**src/rtl/muldiv_pkg.sv**
```systemverilog
// Shared types for the iterative multiply/divide unit: FSM state encoding and op codes.
package muldiv_pkg;

    typedef enum logic [1:0] {
        IDLE = 2'd0,
        RUN  = 2'd1,
        FIX  = 2'd2,
        DONE = 2'd3
    } state_t;

    localparam logic OP_MULT = 1'b0;
    localparam logic OP_DIV  = 1'b1;

endpackage

```
**src/rtl/muldiv_step.sv**
```systemverilog
// One radix-2 iteration: shift-add multiply on {acc, multiplier} or restoring
// shift-subtract divide on {rem, quotient}; purely combinational.
module muldiv_step
    import muldiv_pkg::*;
#(
    parameter int WIDTH = 32
) (
    input  logic             op,
    input  logic [WIDTH-1:0] upper,
    input  logic [WIDTH-1:0] lower,
    input  logic [WIDTH-1:0] operand,
    output logic [WIDTH-1:0] next_upper,
    output logic [WIDTH-1:0] next_lower
);

    logic [WIDTH:0] sum;
    logic [WIDTH:0] shifted;
    logic [WIDTH:0] diff;

    always_comb begin
        sum        = {1'b0, upper} + (lower[0] ? {1'b0, operand} : {(WIDTH+1){1'b0}});
        // Remainder gets one extra bit so the shifted partial remainder cannot overflow.
        shifted    = {upper, lower[WIDTH-1]};
        diff       = shifted - {1'b0, operand};
        next_upper = upper;
        next_lower = lower;
        if (op == OP_MULT) begin
            next_upper = sum[WIDTH:1];
            next_lower = {sum[0], lower[WIDTH-1:1]};
        end else begin
            next_upper = diff[WIDTH] ? shifted[WIDTH-1:0] : diff[WIDTH-1:0];
            next_lower = {lower[WIDTH-2:0], ~diff[WIDTH]};
        end
    end

endmodule

```
**src/rtl/muldiv_iter.sv**
```systemverilog
// Iterative signed multiply/divide engine with start/done handshake feeding Hi/Lo.
// Optional MULDIV_UNSIGNED_EN adds the is_unsigned port for multu/divu.
module muldiv_iter
    import muldiv_pkg::*;
#(
    parameter int WIDTH = 32,
    parameter int CNT_W = $clog2(WIDTH + 1)
) (
    input  logic             clk,
    input  logic             reset,
    input  logic             start,
    input  logic             op,
    input  logic [WIDTH-1:0] a,
    input  logic [WIDTH-1:0] b,
`ifdef MULDIV_UNSIGNED_EN
    input  logic             is_unsigned,
`endif
    output logic             busy,
    output logic             done,
    output logic [WIDTH-1:0] hi,
    output logic [WIDTH-1:0] lo,
    output logic             div_zero
);

    state_t           state;
    state_t           state_nxt;
    logic [CNT_W-1:0] count;
    logic             op_q;
    logic             sign_a_q;
    logic             sign_b_q;
    logic [WIDTH-1:0] operand_q;
    logic [WIDTH-1:0] upper_q;
    logic [WIDTH-1:0] lower_q;
    logic [WIDTH-1:0] step_upper;
    logic [WIDTH-1:0] step_lower;
    logic             signed_mode;
    logic             zero_div;

    function automatic logic [WIDTH-1:0] magnitude(input logic [WIDTH-1:0] x, input logic en);
        return (en && x[WIDTH-1]) ? -x : x;
    endfunction

    function automatic logic [WIDTH-1:0] negate(input logic [WIDTH-1:0] x);
        return -x;
    endfunction

    function automatic logic [2*WIDTH-1:0] negate_pair(input logic [2*WIDTH-1:0] x);
        return -x;
    endfunction

`ifdef MULDIV_UNSIGNED_EN
    assign signed_mode = ~is_unsigned;
`else
    assign signed_mode = 1'b1;
`endif

    assign zero_div = (op == OP_DIV) && (b == '0);
    assign busy     = (state != IDLE);

    muldiv_step #(.WIDTH(WIDTH)) u_step (
        .op         (op_q),
        .upper      (upper_q),
        .lower      (lower_q),
        .operand    (operand_q),
        .next_upper (step_upper),
        .next_lower (step_lower)
    );

    always_ff @(posedge clk or posedge reset) begin
        if (reset) state <= IDLE;
        else       state <= state_nxt;
    end

    always_comb begin
        state_nxt = state;
        case (state)
            IDLE: if (start) state_nxt = zero_div ? DONE : RUN;
            RUN:  if (count == CNT_W'(1)) state_nxt = FIX;
            FIX:  state_nxt = DONE;
            DONE: state_nxt = IDLE;
            default: state_nxt = IDLE;
        endcase
    end

    always_ff @(posedge clk or posedge reset) begin
        if (reset) begin
            count     <= '0;
            op_q      <= OP_MULT;
            sign_a_q  <= 1'b0;
            sign_b_q  <= 1'b0;
            operand_q <= '0;
            upper_q   <= '0;
            lower_q   <= '0;
            hi        <= '0;
            lo        <= '0;
            done      <= 1'b0;
            div_zero  <= 1'b0;
        end else begin
            done <= 1'b0;
            case (state)
                IDLE: begin
                    if (start) begin
                        // Signs are zeroed in unsigned mode so FIX naturally skips correction.
                        op_q      <= op;
                        sign_a_q  <= signed_mode & a[WIDTH-1];
                        sign_b_q  <= signed_mode & b[WIDTH-1];
                        operand_q <= magnitude(b, signed_mode);
                        upper_q   <= '0;
                        lower_q   <= magnitude(a, signed_mode);
                        div_zero  <= zero_div;
                        count     <= zero_div ? '0 : CNT_W'(WIDTH);
                    end
                end
                RUN: begin
                    upper_q <= step_upper;
                    lower_q <= step_lower;
                    count   <= count - CNT_W'(1);
                end
                FIX: begin
                    if (op_q == OP_MULT) begin
                        if (sign_a_q ^ sign_b_q)
                            {upper_q, lower_q} <= negate_pair({upper_q, lower_q});
                    end else begin
                        // Quotient truncates toward zero; remainder follows the dividend.
                        if (sign_a_q ^ sign_b_q) lower_q <= negate(lower_q);
                        if (sign_a_q)            upper_q <= negate(upper_q);
                    end
                end
                DONE: begin
                    done <= 1'b1;
                    if (!div_zero) begin
                        hi <= upper_q;
                        lo <= lower_q;
                    end
                end
                default: ;
            endcase
        end
    end

endmodule

```
**config.mk**
```make
export PLATFORM = sky130hd
export DESIGN_NAME = muldiv_iter
export DESIGN_NICKNAME = d
export VERILOG_FILES = /design/src/rtl/muldiv_pkg.sv /design/src/rtl/muldiv_step.sv /design/src/rtl/muldiv_iter.sv
export SDC_FILE = /design/constraint.sdc
export NUM_CORES = 1
export LEC_CHECK = 0
export CAP_MARGIN = 20
export CORE_MARGIN = 1
export CORE_UTILIZATION = 45
export DETAILED_ROUTE_END_ITERATION = 12
export PLACE_DENSITY = 0.7
export SLEW_MARGIN = 15
export SYNTH_ARGS = -nofsm -noshare
export SYNTH_HDL_FRONTEND = slang
export SYNTH_SLANG_ARGS = --single-unit
```
**constraint.sdc**
```tcl
create_clock -name clk -period 5.4 [get_ports clk]
set_input_delay 1.08 -clock clk [delete_from_list [all_inputs] [get_ports clk]]
set_output_delay 1.08 -clock clk [all_outputs]
set_load 0.01 [all_outputs]
```
==> out/summary.md, run 1 <==
• 0 — Final Setup Violations
• 286 µV — Peak supply drop
• 30800 µm — detailed placer's ending HPWL
• 42.6% — GR Layer Usage met2
• 0 — Maximum Capacitance Violations
• 13400 — via count of the first global-routing pass
• 8.25 µm² — synthesized area per cell
• 42400 µm — Post-Route WL
• 1957 — net total in the final layout
• 0 — number of antenna violations at the first check in global routing
• 460 ps — Clk Latency, worst-skew pair
• 0.952 — final weighted congestion of routability-driven global placement
• 7.09 nW — static leakage power
• 6.70% — arithmetic-cell share of the synthesized area counting full adders, half adders and majority gates
• 1230 ps — flop2flop setup slack
• 30.0% — Seq/Total Area, Yosys
• 31600 µm² — core footprint
• reg2reg — type of the most critical hold path
• 584 nW/µm² — Pwr per Cell Area
• 240 MHz — maximum achievable frequency
• 1892 — syn_nets
• 19.0 µm — Routed wire per std cell
• 1748 — number of cells produced by synthesis
• flop — startpoint type of the worst setup path
• sky130_fd_sc_hd__dfrtp_1 — top flip-flop cell by instance count after synthesis
• 35.5% — Rel. slew slack
• 16000 µm² — cell area reported after detailed placement
• 0 — DRC violation count after routing
• 11.2 ps — worst clock skew
• 16700 µm² — final std cell area, no fill
• 135 — io pins
• 4170 ps — clock period minus final worst setup slack
• 965 ps — transition time of the tightest slew-check pin
• 100% — post-synthesis async set-or-reset flop share
• 181 µm — die boundary height
• 69000 µm — global-route wire length before repair
• false — setup repair after global routing missed its margin
• 173 — count of state elements after synthesis
• 45.7% — starting density of the core
• 173 — number of sinks driven by the clock tree
• 7.71% — area share of xor/xnor cells in the synthesized design
• 4 — depth of the CTS H-tree
• done — clock tree from TritonCTS
• 3.89% — GR Layer Usage met3
• 9.73 mW — overall power after layout
• 23.4% — post-synthesis compound-gate area fraction
• upper_q[25] — endpoint of the worst register-to-register path
• 85 — Unique masters post-synth
• 26.0% — GRT Overall Usage
• 119 — maximum number of pins on one net before global-route repair
• 0 — Antenna Nets Post-Route
• 4510 ps — critical path arrival
• flop — kind of capture point of the worst setup path
• 1256 — detailed router's first-iteration violation count
• 0 — Post-CTS Setup Inserts
• 6.18 — DR vias/cell
• 10 — crit path max fanout
• 70 ps — clock transition at the registers of the reported paths
• 32800 µm² — die outline area
• compound AO/OA/AOI/OAI gates — dominant combinational cell family by area after synthesis
• 34.1% — GR met1 Demand/Resource
• 0 — number of enable-type register cells in the synthesized netlist
• 8.87% — fraction of final layout cells with drive strength greater than 1
• operand_q[15] — Worst Hold Endpoint
• 15.5% — Area growth, synth to finish
• 0 — Remaining Overflow, GRT
• 0 — post-CTS sizing
• 14400 µm² — Mapped Area
• 484 ps — worst hold margin
• 19.2% — basic-gate share of the synthesized area counting and, or, nand and nor cells
• 2 — Worst Hold Path Cells
• 8.34% — share of synthesized area spent on multiplexers
• 77.3% — crit share post-route
• 0 — count of hold-fix buffers inserted at cts
• 17 — TritonCTS Buffers
• operand_q[15] — worst hold start
• 13800 — vias post-DR
• 134 — number of port buffers
• 0 — number of hold-slack violations in the final timing report
• 12 — worst-case reg-to-reg path depth
• reg2reg — Worst Setup Path Type
• 0 — Pins Over Slew Limit
• sky130_fd_sc_hd__clkbuf_16 — root buf cell
• 0 — Synth Warn #
• finished, final reports clean — run status
• 65 — Cell Rows
• 181 µm — horizontal die dimension
• 0 ps — post-route setup TNS
• lower_q[0] — FF-to-FF Start
• 5740 ps — critical path required time
• 0 — diode insertion count for antenna repair
• 6 — number of detailed-route iterations in the first pass
• 2 — Clock Path Buffers
• met2 — most crowded layer after global routing
[placed cells by master, fill, tap and decap left out, types with 20 or more instances in the layout]
| master | netlist | layout |
|---|---|---|
| sky130_fd_sc_hd__xor2_1 | 66 | 66 |
| sky130_fd_sc_hd__a21oi_1 | 117 | 117 |
| sky130_fd_sc_hd__mux2i_1 | 38 | 38 |
| sky130_fd_sc_hd__o21ai_0 | 167 | 166 |
| sky130_fd_sc_hd__nor2_1 | 151 | 151 |
| sky130_fd_sc_hd__mux2_2 | 73 | 73 |
| sky130_fd_sc_hd__a31oi_1 | 27 | 27 |
| sky130_fd_sc_hd__nor4_1 | 21 | 21 |
| sky130_fd_sc_hd__nor3_1 | 50 | 50 |
| sky130_fd_sc_hd__o31ai_1 | 29 | 29 |
| sky130_fd_sc_hd__nand2_1 | 165 | 164 |
| sky130_fd_sc_hd__xnor2_1 | 61 | 61 |
| sky130_fd_sc_hd__nand3_1 | 29 | 29 |
| sky130_fd_sc_hd__clkdlybuf4s50_1 | 0 | 134 |
| sky130_fd_sc_hd__a21o_1 | 28 | 28 |
| sky130_fd_sc_hd__ha_1 | 74 | 73 |
| sky130_fd_sc_hd__or4_1 | 20 | 20 |
| sky130_fd_sc_hd__inv_1 | 63 | 62 |
| sky130_fd_sc_hd__dfrtp_1 | 173 | 172 |
[sequential cells by signal, summed over array words and instances (netlist names)]
name and flops:
count 6, sign_a_q 1, op_q 1, upper_q 32, lower_q 32, hi 32
operand_q 32, done 1, lo 32, sign_b_q 1, div_zero 1, state 2
[how the worst max path moves through the flow]
stage                     cells after the start  startpoint  slack [ps]             to
after floorplan                               9        b[6]        1900  operand_q[28]
after global placement                       10        b[6]        1120       count[5]
after detailed placement                     10        b[6]        1020       count[5]
after CTS                                    12  lower_q[0]        1350    upper_q[25]
after global routing                         12  lower_q[0]        1020    upper_q[25]
final                                        12  lower_q[0]        1230    upper_q[25]
[power by group]
part | switching, mW | internal, mW
clock | 0.619 | 0.614
combinational | 3.50 | 2.53
sequential | 0.623 | 1.84
total | 4.74 | 4.99
[Yosys cell counts, drive strengths merged (18+ instances only)]
master / count / area share, %
nand2: 165 / 4.3
a31oi: 27 / 1.2
xnor2: 61 / 3.7
o31ai: 29 / 1.5
dfrtp: 173 / 30
inv: 63 / 1.6
nor3: 54 / 2.1
or3: 18 / 0.78
nand3: 30 / 1.1
xor2: 66 / 4.0
mux2i: 38 / 2.6
mux2: 73 / 5.7
clkbuf: 91 / 2.4
nor2: 151 / 3.9
or4: 25 / 1.4
ha: 74 / 6.4
nor4: 23 / 1.1
a21o: 28 / 1.5
o21ai: 172 / 6.0
a21oi: 117 / 4.1
[logic make-up after synthesis]
logic type,after synthesis
AOI/OAI and AO/OA,530
xor gates and xnor gates,127
adders and majority gates,76
buffers and inverters,172
DFF,173
muxes,111
and+or+nand+nor,559
[stage by stage]
stage | utilization, % | cells | setup slack [ps]
after CTS | 52.6 | 2225 | 1350
after global routing | 52.8 | 2228 | 1020
final | 52.8 | 2228 | 1230
after detailed placement | 50.8 | 2193 | 1020
after global placement | 50.8 | 2193 | 1120
after floorplan | - | 1748 | 1900
[final cells by class]
cell class,instances,area (µm²)
Timing Repair Buffer,154,1540
Multi-Input combinational cell,1403,9460
Clock inverter,15,153
Fill cell,2960,14900
Tap cell,402,503
Sequential cell,173,4330
Inverter,64,244
Clock buffer,17,425
[layer usage]
layer,vias up,part of all wire (%)
met5,-,0
met1,6664,44
met4,0,3.7
li1,6562,-
met2,452,47
met3,90,5.3
[worst max-delay path: stages, from the launching register on]
cell                        delay (ps)
sky130_fd_sc_hd__dfrtp_1           470
sky130_fd_sc_hd__inv_1             410
sky130_fd_sc_hd__nor2_1            160
sky130_fd_sc_hd__fa_1              480
sky130_fd_sc_hd__a211oi_1          350
sky130_fd_sc_hd__o21ai_0           250
sky130_fd_sc_hd__nand4_1           230
sky130_fd_sc_hd__a21oi_1           180
sky130_fd_sc_hd__a2111oi_0         780
sky130_fd_sc_hd__o21ai_0           220
sky130_fd_sc_hd__o21ai_0           140
sky130_fd_sc_hd__xnor2_1            90
sky130_fd_sc_hd__a211o_1           290
No activity file was read; power rests on OpenSTA's default activity.
==> run 2, diff against run 1 <==
Clock period 5.4 ns to 3.4 ns, I/O delays scaled along.
==> out/summary.md, run 2 (same netlist as run 1, synthesis figures left out) <==
• 0 — number of antenna violations at the first check in global routing, unchanged
• 45.7% — starting density of the core, unchanged
• 0 — Pins Over Slew Limit, unchanged
• 173 — number of sinks driven by the clock tree, unchanged
• sky130_fd_sc_hd__clkbuf_16 — root buf cell
• 0 — Antenna Nets Post-Route, unchanged
• inv_1 > buf_12 > buf_4 > buf_4 > nor2_1 > ha_1 > a21oi_1 > o211ai_1 > nand2_1 > a311oi_1 > buf_4 > o21ai_1 > buf_4 > a21oi_1 > nor2_1 > xnor2_1 > a211o_1 — crit-path cells
• done — clock tree from TritonCTS
• 14700 — vias post-DR, +6.6%
• 181 µm — die boundary height, unchanged
• 2 — Clock Path Buffers, unchanged
• 440 ps — largest stage delay on the critical path, -340 ps
• 0 — DRC violation count after routing, unchanged
• 62.1 ps — fin worst setup slack, -1170 ps
• sky130_fd_sc_hd__buf_4 — commonest non-fill, non-tap cell in the layout
• 46800 µm — Post-Route WL, +10%
• 6.06 — DR vias/cell, -1.9%
• 2380 — DP Cell Count, +8.5%
• sky130_fd_sc_hd__dfrtp_2 — crit path max-delay cell type
• 67 — maximum number of pins on one net before global-route repair, -44%
• true — setup repair after global routing missed its margin
• 0 — Maximum Capacitance Violations, unchanged
• operand_q[13] — Worst Hold Endpoint
• 6 — number of detailed-route iterations in the first pass, unchanged
• 3670 ps — critical path arrival, -840 ps
• 2831 — Fill cells, -4.4%
• 58.2% — final core utilization, +5.4 points
• 202 x sky130_fd_sc_hd__buf_4, 170 x sky130_fd_sc_hd__dfrtp_1, 164 x sky130_fd_sc_hd__nand2_1, 162 x sky130_fd_sc_hd__o21ai_0, 150 x sky130_fd_sc_hd__nor2_1 — commonest cells after routing, fill and taps aside
• 0.936 — final weighted congestion of routability-driven global placement, -1.7%
• 2 — Worst Hold Path Cells, unchanged
• 19.3 µm — Routed wire per std cell, +1.6%
• lower_q[0] — FF-to-FF Start
• 15.1 ps — worst clock skew, +3.86 ps
• 74700 µm — global-route wire length before repair, +8.3%
• 2420 — Finished Layout Cells, +8.6%
• 0 — Remaining Overflow, GRT, unchanged
• reg2reg — Worst Setup Path Type
• 60 ps — flop2flop setup slack, -1170 ps
• sky130_fd_sc_hd__buf_4 — Most Frequent Cell on Critical Path
• 28.4% — GRT Overall Usage, +2.4 points
• 65 — Cell Rows, unchanged
• 300 MHz — maximum achievable frequency, +25%
• 914 nW/µm² — Pwr per Cell Area, +56%
• 32800 µm² — die outline area, unchanged
• 535 µV — Peak supply drop, +87%
• 70 ps — clock transition at the registers of the reported paths, about the same
• 6 — crit path max fanout, -4
• 738 ps — transition time of the tightest slew-check pin, -228 ps
• 134 — number of port buffers, unchanged
• 16.8 mW — overall power after layout, +72%
• 483 ps — worst hold margin, -0.841 ps
• 135 — io pins, unchanged
• flop — kind of capture point of the worst setup path
• 19.2% — fraction of final layout cells with drive strength greater than 1, +10 points
• 450 ps — Clk Latency, worst-skew pair, about the same
• 0 — Final Setup Violations, unchanged
• 34900 µm — detailed placer's ending HPWL, +13%
• 27.3% — Area growth, synth to finish
• 4 — depth of the CTS H-tree, unchanged
• 2149 — net total in the final layout, +9.8%
• 0 — diode insertion count for antenna repair, unchanged
• 17 — worst-case reg-to-reg path depth, +5
• 3340 ps — clock period minus final worst setup slack, -834 ps
• 98.2% — crit share post-route, +21 points
• 31600 µm² — core footprint, unchanged
• reg2reg — type of the most critical hold path
• 1440 — detailed router's first-iteration violation count, +15%
• flop — startpoint type of the worst setup path
• upper_q[29] — endpoint of the worst register-to-register path
• 0 — number of hold-slack violations in the final timing report, unchanged
• finished, final reports clean — run status
• 181 µm — horizontal die dimension, unchanged
• 3730 ps — critical path required time, -2010 ps
• operand_q[13] — worst hold start
• 50.6% — Rel. slew slack, +15 points
• 14300 — via count of the first global-routing pass, +7.0%
• -371 ps — Place WS, -1390 ps
• 8.07 nW — static leakage power, +14%
• 17 — TritonCTS Buffers, unchanged
run 2: cell count changes in the layout (fill, tap and decap cells not counted), moves of 4 or more:
cell	before	now
sky130_fd_sc_hd__a211oi_1	16	12
sky130_fd_sc_hd__a31oi_1	27	23
sky130_fd_sc_hd__o21ai_0	166	162
sky130_fd_sc_hd__buf_4	16	202
sky130_fd_sc_hd__buf_12	2	8
sky130_fd_sc_hd__a21oi_1	117	113
sky130_fd_sc_hd__o21ai_1	5	9
run 2: area by class of cell:
type / count / area (µm²) / area share (%)
multi-input combinational: 1403 / 9670 / 52.7
timing repair buffer: 346 / 3050 / 16.6
tap: 402 / 503 / 2.74
clock inverter: 13 / 106 / 0.579
inverter: 64 / 244 / 1.33
clock buffer: 19 / 443 / 2.41
sequential: 173 / 4330 / 23.6
run 2: how the worst max path moves through the flow:
stage          startpoint           to  slack (ps)  cells after the start
6_report       lower_q[0]  upper_q[29]          60                     17
5_1_grt        lower_q[0]  upper_q[29]         -70                     17
4_1_cts        lower_q[0]  upper_q[29]           7                     16
3_5_place_dp         a[8]  lower_q[22]        -370                      9
3_3_place_gp         a[8]  lower_q[25]        -300                     10
2_1_floorplan  lower_q[0]  upper_q[25]          80                     14
run 2: power by group:
part / leakage, nW / internal, mW / total (mW) / switching, mW
clock network: 0.267 / 0.972 / 1.93 / 0.961
logic: 5.59 / 4.91 / 11.1 / 6.23
registers: 2.22 / 2.92 / 3.69 / 0.770
total: 8.07 / 8.81 / 16.8 / 7.96
run 2: what timing repair did:
item                       4_1_cts  5_1_grt
pin swaps                        2        5
setup endpoints to repair        7       28
cloned                           0        1
hold buffers                     0        0
resized for setup                6       38
setup buffers                    2        4
run 2: per-stage QoR:
step                      TNS [ps]  area, µm²
after floorplan                  0      14400
after global placement       -3420      17500
after detailed placement     -4560      17500
after CTS                        0      18100
after global routing          -154      18400
final                            0      18400
run 2: critical path, delay by kind of cell, from the launching register on:
kind | cells | cell delay (ps)
DFF | 1 | 440
buffers and inverters | 6 | 780
adders and majority gates | 1 | 360
xor gates and xnor gates | 1 | 130
AOI/OAI and AO/OA | 6 | 1250
and+or+nand+nor | 3 | 260
run 2: routing by layer:
layer	routed length [µm]	up-vias	GRT usage, %
li1	-	6942	-
met1	20200	7147	37.4
met2	22000	467	46.1
met3	2340	115	3.57
met4	2170	2	13.7
met5	51	-	1.19
